--- src/rtl/serial_frame_rx.sv ---
// serial_frame_rx
//   Shifts in a fixed-length serial frame, MSB first, after a one-cycle start_det
//   pulse from the upstream start-nibble detector. The frame is presented as a
//   parallel word on a valid/ready interface. A completed frame that finds the
//   output still occupied is dropped and flagged with ovr_err.
//
//   Optional feature: define SERIAL_FRAME_RX_PARITY_EN to append one even-parity
//   bit after the data (extra PAR state). A bad parity bit drops the frame and
//   pulses par_err. With the macro undefined, par_err is tied low.
module serial_frame_rx #(
    parameter int DATA_W = 16,
    parameter int CNT_W  = $clog2(DATA_W + 1)
) (
    input  logic              clk,
    input  logic              rst,
    input  logic              sIn,
    input  logic              start_det,
    output logic [DATA_W-1:0] out_data,
    output logic              out_valid,
    input  logic              out_ready,
    output logic              busy,
    output logic              ovr_err,
    output logic              par_err
);

    typedef enum logic [1:0] {
        IDLE  = 2'd0,
        SHIFT = 2'd1,
        PAR   = 2'd2
    } state_t;

    state_t            state_q;
    logic [DATA_W-1:0] shreg_q;
    logic [DATA_W-1:0] shreg_d;
    logic [CNT_W-1:0]  cnt_q;
    logic [DATA_W-1:0] out_data_q;
    logic              out_valid_q;
    logic              ovr_q;

    logic              last_bit;
    logic              complete;
    logic              word_good;
    logic              accept;
    logic [DATA_W-1:0] word;

`ifdef SERIAL_FRAME_RX_PARITY_EN
    logic              par_q;
`endif

    // Next shift value, completion/acceptance conditions and candidate word
    always_comb begin
        shreg_d  = {shreg_q[DATA_W-2:0], sIn};
        last_bit = (state_q == SHIFT) && (cnt_q == CNT_W'(DATA_W - 1));
        accept   = out_valid_q && out_ready;
`ifdef SERIAL_FRAME_RX_PARITY_EN
        // The parity bit is on sIn at the PAR edge; the data is already complete
        // in shreg_q, so the word is taken from there rather than the shifted value.
        complete  = (state_q == PAR);
        word      = shreg_q;
        word_good = ~(^{shreg_q, sIn});
`else
        // The word completes on the edge that samples its last bit, so the
        // loaded value is the shift register including the bit on sIn now.
        complete  = last_bit;
        word      = shreg_d;
        word_good = 1'b1;
`endif
    end

    // Frame FSM, bit counter, shift register and registered output interface
    always_ff @(posedge clk) begin
        if (rst) begin
            state_q     <= IDLE;
            shreg_q     <= '0;
            cnt_q       <= '0;
            out_data_q  <= '0;
            out_valid_q <= 1'b0;
            ovr_q       <= 1'b0;
`ifdef SERIAL_FRAME_RX_PARITY_EN
            par_q       <= 1'b0;
`endif
        end else begin
            ovr_q <= 1'b0;
`ifdef SERIAL_FRAME_RX_PARITY_EN
            par_q <= 1'b0;
`endif

            case (state_q)
                IDLE: begin
                    if (start_det) begin
                        state_q <= SHIFT;
                        cnt_q   <= '0;
                    end
                end

                SHIFT: begin
                    // start_det is ignored here: no restart mid-frame
                    shreg_q <= shreg_d;
                    cnt_q   <= cnt_q + CNT_W'(1);
                    if (last_bit) begin
`ifdef SERIAL_FRAME_RX_PARITY_EN
                        state_q <= PAR;
`else
                        // A start on the completion edge chains straight into the next frame
                        if (start_det) begin
                            state_q <= SHIFT;
                            cnt_q   <= '0;
                        end else begin
                            state_q <= IDLE;
                        end
`endif
                    end
                end

`ifdef SERIAL_FRAME_RX_PARITY_EN
                PAR: begin
                    if (start_det) begin
                        state_q <= SHIFT;
                        cnt_q   <= '0;
                    end else begin
                        state_q <= IDLE;
                    end
                end
`endif

                default: begin
                    state_q <= IDLE;
                end
            endcase

            // Output word handling: a good completion either loads (slot free or
            // being drained this edge) or overruns; a bad one only flags parity.
            if (complete && word_good) begin
                if (out_valid_q && !out_ready) begin
                    ovr_q <= 1'b1;
                end else begin
                    out_data_q  <= word;
                    out_valid_q <= 1'b1;
                end
            end else begin
`ifdef SERIAL_FRAME_RX_PARITY_EN
                if (complete) begin
                    par_q <= 1'b1;
                end
`endif
                if (accept) begin
                    out_valid_q <= 1'b0;
                end
            end
        end
    end

    assign out_data  = out_data_q;
    assign out_valid = out_valid_q;
    assign busy      = (state_q != IDLE);
    assign ovr_err   = ovr_q;
`ifdef SERIAL_FRAME_RX_PARITY_EN
    assign par_err   = par_q;
`else
    assign par_err   = 1'b0;
`endif

    // A held word stays put until the consumer takes it
    a_hold_stable: assert property (@(posedge clk) disable iff (rst)
        (out_valid_q && !out_ready) |=> (out_valid_q && $stable(out_data_q)));

    // The bit counter never runs past the last data bit
    a_cnt_range: assert property (@(posedge clk) disable iff (rst)
        (state_q == SHIFT) |-> (cnt_q <= CNT_W'(DATA_W - 1)));

    // Error pulses are mutually exclusive
    a_err_excl: assert property (@(posedge clk) disable iff (rst)
        !(ovr_err && par_err));

endmodule

--- config.mk ---
export PLATFORM = sky130hd
export DESIGN_NAME = serial_frame_rx
export DESIGN_NICKNAME = d
export VERILOG_FILES = /design/src/rtl/serial_frame_rx.sv
export SDC_FILE = /design/constraint.sdc
export NUM_CORES = 1
export LEC_CHECK = 0
export BUFFER_PORTS_ARGS = -buffer_cell sky130_fd_sc_hd__buf_2
export CAP_MARGIN = 5
export CORE_MARGIN = 1.5
export CORE_UTILIZATION = 29
export DETAILED_ROUTE_END_ITERATION = 7
export PLACE_DENSITY = 0.57
export SYNTH_ARGS = -nofsm -noshare
export SYNTH_HDL_FRONTEND = slang
export SYNTH_SLANG_ARGS = --single-unit
--- constraint.sdc ---
create_clock -name clk -period 2.25 [get_ports clk]
set_clock_uncertainty 0.15 [all_clocks]
set_input_delay 0.45 -clock clk [delete_from_list [all_inputs] [get_ports clk]]
set_output_delay 0.45 -clock clk [all_outputs]
set_load 0.05 [all_outputs]
# --- Word-level counts from Yosys, hierarchy flattened ---
# Index checks and enable logic that the tools add are counted.
totals:
  register_bits: 40
  input_bits: 5
  output_inout_bits: 20
op_classes:
  n_addsub: 1
  eq_ne: 5
  muxes: 12
  bitwise_logic: 2
  reduce_logical: 13
ops:
  columns: ["cell", "n"]
  rows:
  - ["$mux 5", 3]
  - ["$pmux 5 s2", 1]
  - ["$reduce_and 2->1", 4]
  - ["$ne 2x2->1 const B", 3]
  - ["$reduce_bool 2->1", 3]
  - ["$add 5x1->5 const B", 1]
  - ["$eq 5x4->1 const B", 1]
  - ["$mux 1", 5]
  - ["$mux 2", 2]
  - ["$pmux 2 s2", 1]
  - ["$logic_and 1x1->1", 3]
  - ["$eq 2x1->1 const B", 1]
  - ["$logic_not 2->1", 1]
  - ["$not 1->1", 2]
  - ["$reduce_or 2->1", 1]
  - ["$logic_not 1->1", 1]

# --- Logic depth before layout (Yosys ltp) ---
logic_depth:
  depth_word: 4
  ltp_mapped: 8

# --- Worst setup path before layout ---
# OpenSTA, ideal clock, no wires.
synth_path:
  path_type: "register -> register"
  startpoint: "reg cnt_q[0]"
  endpoint: "reg out_data_q[0] (netlist: out_data[0])"
  setup_time_ps: 132
  arrival_time_ps: 1460
  required_ps: 1968
  path_slack_ps: 508
  path_stages_with_launch: 9
  cell_sequence: "dfxtp_1 > ha_1 > and3_1 > ha_1 > and2_1 > buf_6 > buf_6 > nand3_1 > a21oi_1"
synth_via:
  elab_chain_cells: 3
synth_rtl:
  columns: ["element", "line", "rtl"]
  rows:
  - ["start, declared", "35", "logic [CNT_W-1:0] cnt_q;"]
  - ["start signal, assigned", "99", "cnt_q <= cnt_q + CNT_W'(1);"]
  - ["$eq 5x4->1", "53", "last_bit = (state_q == SHIFT) && (cnt_q == CNT_W'(DATA_W - 1));"]
  - ["$logic_and 1x1->1", "53", null]
  - ["$reduce_and 2->1 (no line)", null, null]
  - ["end signal, assigned", "137", "out_data_q <= word;"]
  - ["end, declared", "36", "logic [DATA_W-1:0] out_data_q;"]
# No other way between the ends.
# A chain may end at the register's enable or synchronous reset.

# --- Final worst setup path ---
layout_path:
  startpoint: "reg cnt_q[0]"
  endpoint: "reg out_data_q[14] (netlist: out_data[14])"
# The elaborated chain is that of the path after synthesis.

==> impl_results.md <==
- Leak Pwr: 0.706 nW
- Max-slew violation count: 0
- Fillers: 566
- Setup WS pre-CTS: 0.206 ns
- Synth Area in XOR/XNOR: 0
- R2r endpoint: out_data[14]
- Gate count after technology mapping: 167
- Clock Path Buffers: 2
- Top cells by count, synth: dfxtp_1, a21oi_1, nor2_1, nand3_1
- Largest net degree at the start of global routing: 21
- Top Metal Used: met4
- Cts hold-fix bufs: 0
- Post-route ant nets: 0
- Final hold viol count: 0
- EDFF count, synth: 0
- Compound-Gate Fraction of Synth Area: 0.148
- Routability congestion estimate: 0.693
- Status: completed
- RSZ-0062 raised after global routing: no
- Chip height: 75.5 um
- Post-DP HPWL: 1900 um
- Metal2 WL: 1310 um
- Antenna Cells: 0
- Die W: 75.5 um
- Register area share after synthesis: 0.512
- CP Data Required Time: 2.32 ns
- Tot GR Track Use: 0.118
- Row Count: 26
- R2r worst-path depth: 6
- Synth top area share: 0.512
- Synthesized area per cell: 9.13 sq um
- Post-DR wirelength/cell: 11.4 um
- Share of layout cells above drive strength 1: 0.189
- Top cells by area, synth: dfxtp_1, mux2i_1, a21oi_1
- Starting Density: 0.300
- Simple-gate share of the synthesized area: 0.152
- Worst hold margin: 0.282 ns
- CP endpoint: out_data[14]
- Syn-to-layout area delta: 16.3%
- Final setup margin: 0.367 ns
- Mapped Area: 1520 sq um
- Crit end category: flip-flop
- Most common cell in the netlist: dfxtp_1
- Antenna violations before repair: 0
- DR vias/cell: 4.67
- CTS root buffer: clkbuf_8
- Ys async rst share: 0
- PortBufs: 23
- Period minus WS final: 1.88 ns
- Critical Path Fanout Max: 16
- Post-synth top area cell: dfxtp_1
- 1st-iter DRT viols: 43
- Period utilization: 0.837
- Util after Layout: 0.349
- Grt ovf: 0
- Post-route non-filler standard cell count: 255
- Setup Viol. Count Final: 0
- Post-synthesis register bit count: 39
- Largest family of logic cells by synthesized area: simple AND/OR/NAND/NOR gates
- Vias: 1191
- Slew @ Worst Pin: 0.669 ns
- Area of the core: 5070 sq um
- First-pass GRT wire length: 4990 um
- CTS tree: yes
- Worst-path clk slew: 0.07 ns
- Setup crit start kind: flip-flop
- Power Density: 762 nW/um^2
- Crit path kind: flip-flop to flip-flop
- Adder-cell share of the synthesized area: 0.0164
- Critical Path AT: 1.95 ns
- Final WL: 2910 um
- Placed Cells: 247
- Vias in the first global route: 1128
- Max H-tree Level: 2
- Maximum vdd ir drop: 0.195 mV
- Clk sinks: 39
- Nets: 191
- Met1 Wirelength: 1380 um
- Max-cap violation count: 0
- Yosys warns: 0
- Drt drc: 0
- Drt pass-1 iters: 4
- IO Pins: 25
- Synth cell types: 25
- Setup crit start: cnt_q[0]
- Worst R2R Start: cnt_q[0]
- Slew headroom: 0.554
- Worst-Skew Late Latency: 0.29 ns
- Die area: 5700 sq um
- Ys flop type: dfxtp_1
- Final setup TNS: 0 ns
- HP Class: input pin to flip-flop
- CTS buffer count: 5
- Met3 routed WL: 135 um
- Post-synthesis mux area share: 0.105
- FMAX: 531 MHz
- R2R setup slack: 0.37 ns
- Mapped Nets: 174
==> timing repair <==
item,4_1_cts,5_1_grt
setup buffers,0,0
resized for setup,0,2
endpoints found under the setup margin,0,6
==> worst max-delay path, cell delays in order (launching register included) <==
cell and delay [ns]:
dfxtp_1 0.37, ha_1 0.20, and3_1 0.16, ha_1 0.27, and2_2 0.39, nand3_1 0.12
a21oi_1 0.16
==> cell families (layout without fill, tap and decap cells) <==
family,Yosys count,after routing
other,1,1
and+or+nand+nor,48,48
muxes,16,16
adders and majority gates,2,2
DFF,39,39
AOI/OAI and AO/OA,44,44
buffers and inverters,17,35
==> flip-flops by register name (all words and copies together), names as in the netlist <==
signal	flops
out_valid	1
state_q	1
out_data	16
shreg_q	15
cnt_q	5
ovr_err	1
==> power breakdown <==
| part | internal [mW] | switching, mW | leakage, nW |
|---|---|---|---|
| Combinational | 0.0192 | 0.0355 | 0.330 |
| Sequential | 0.695 | 0.00775 | 0.315 |
| Clock | 0.359 | 0.235 | 0.0612 |
| Total | 1.07 | 0.278 | 0.706 |
==> stage by stage <==
step                total power [mW]  area, sq um
CTS                             1.38         1770
floorplan                      0.765         1520
finish                          1.35         1770
detailed placement             0.774         1650
global route                    1.41         1770
global placement               0.774         1650
==> cells in the final DEF (no fill, tap or decap) <==
cell,count
buf_4,2
ha_1,2
and2_2,1
nand2b_1,2
a21oi_1,25
nor2_1,18
nor3_1,1
nand2_1,2
nand3_1,17
and3_1,1
clkinv_2,1
a31oi_1,1
inv_1,2
mux2i_1,16
and2b_1,1
conb_1,1
a311oi_1,1
nand2_2,1
o21ai_1,1
buf_2,23
bufinv_16,1
o21ai_0,16
nor3b_1,4
clkbuf_8,6
dfxtp_1,39
==> cell type report <==
class                   count  area [sq um]  area share
clock buffers               6          82.6      0.0466
clock inverters             2          35.0      0.0198
inverters                   2          7.51     0.00423
multi-input cells         111           649       0.366
flip-flops and latches     39           781       0.440
well taps                  70          87.6      0.0494
repair buffers             25           130      0.0734
==> layer usage <==
layer / up-vias / track usage
li1: 606 / -
met1: 552 / 0.134
met2: 26 / 0.188
met3: 7 / 0.0357
met4: 0 / 0.0833
met5: - / 0
==> worst min path at each step <==
stage | depth (start not counted) | from | slack (ns) | to
final | 3 | sIn | 0.28 | out_data[0]
after global routing | 3 | sIn | 0.30 | out_data[0]
after CTS | 3 | sIn | 0.28 | out_data[0]
after detailed placement | 2 | out_data[5] | 0.31 | out_data[5]
after global placement | 2 | out_data[5] | 0.31 | out_data[5]
after floorplan | 2 | shreg_q[14] | 0.29 | out_data[15]
No activity file was read; power rests on OpenSTA's default activity.
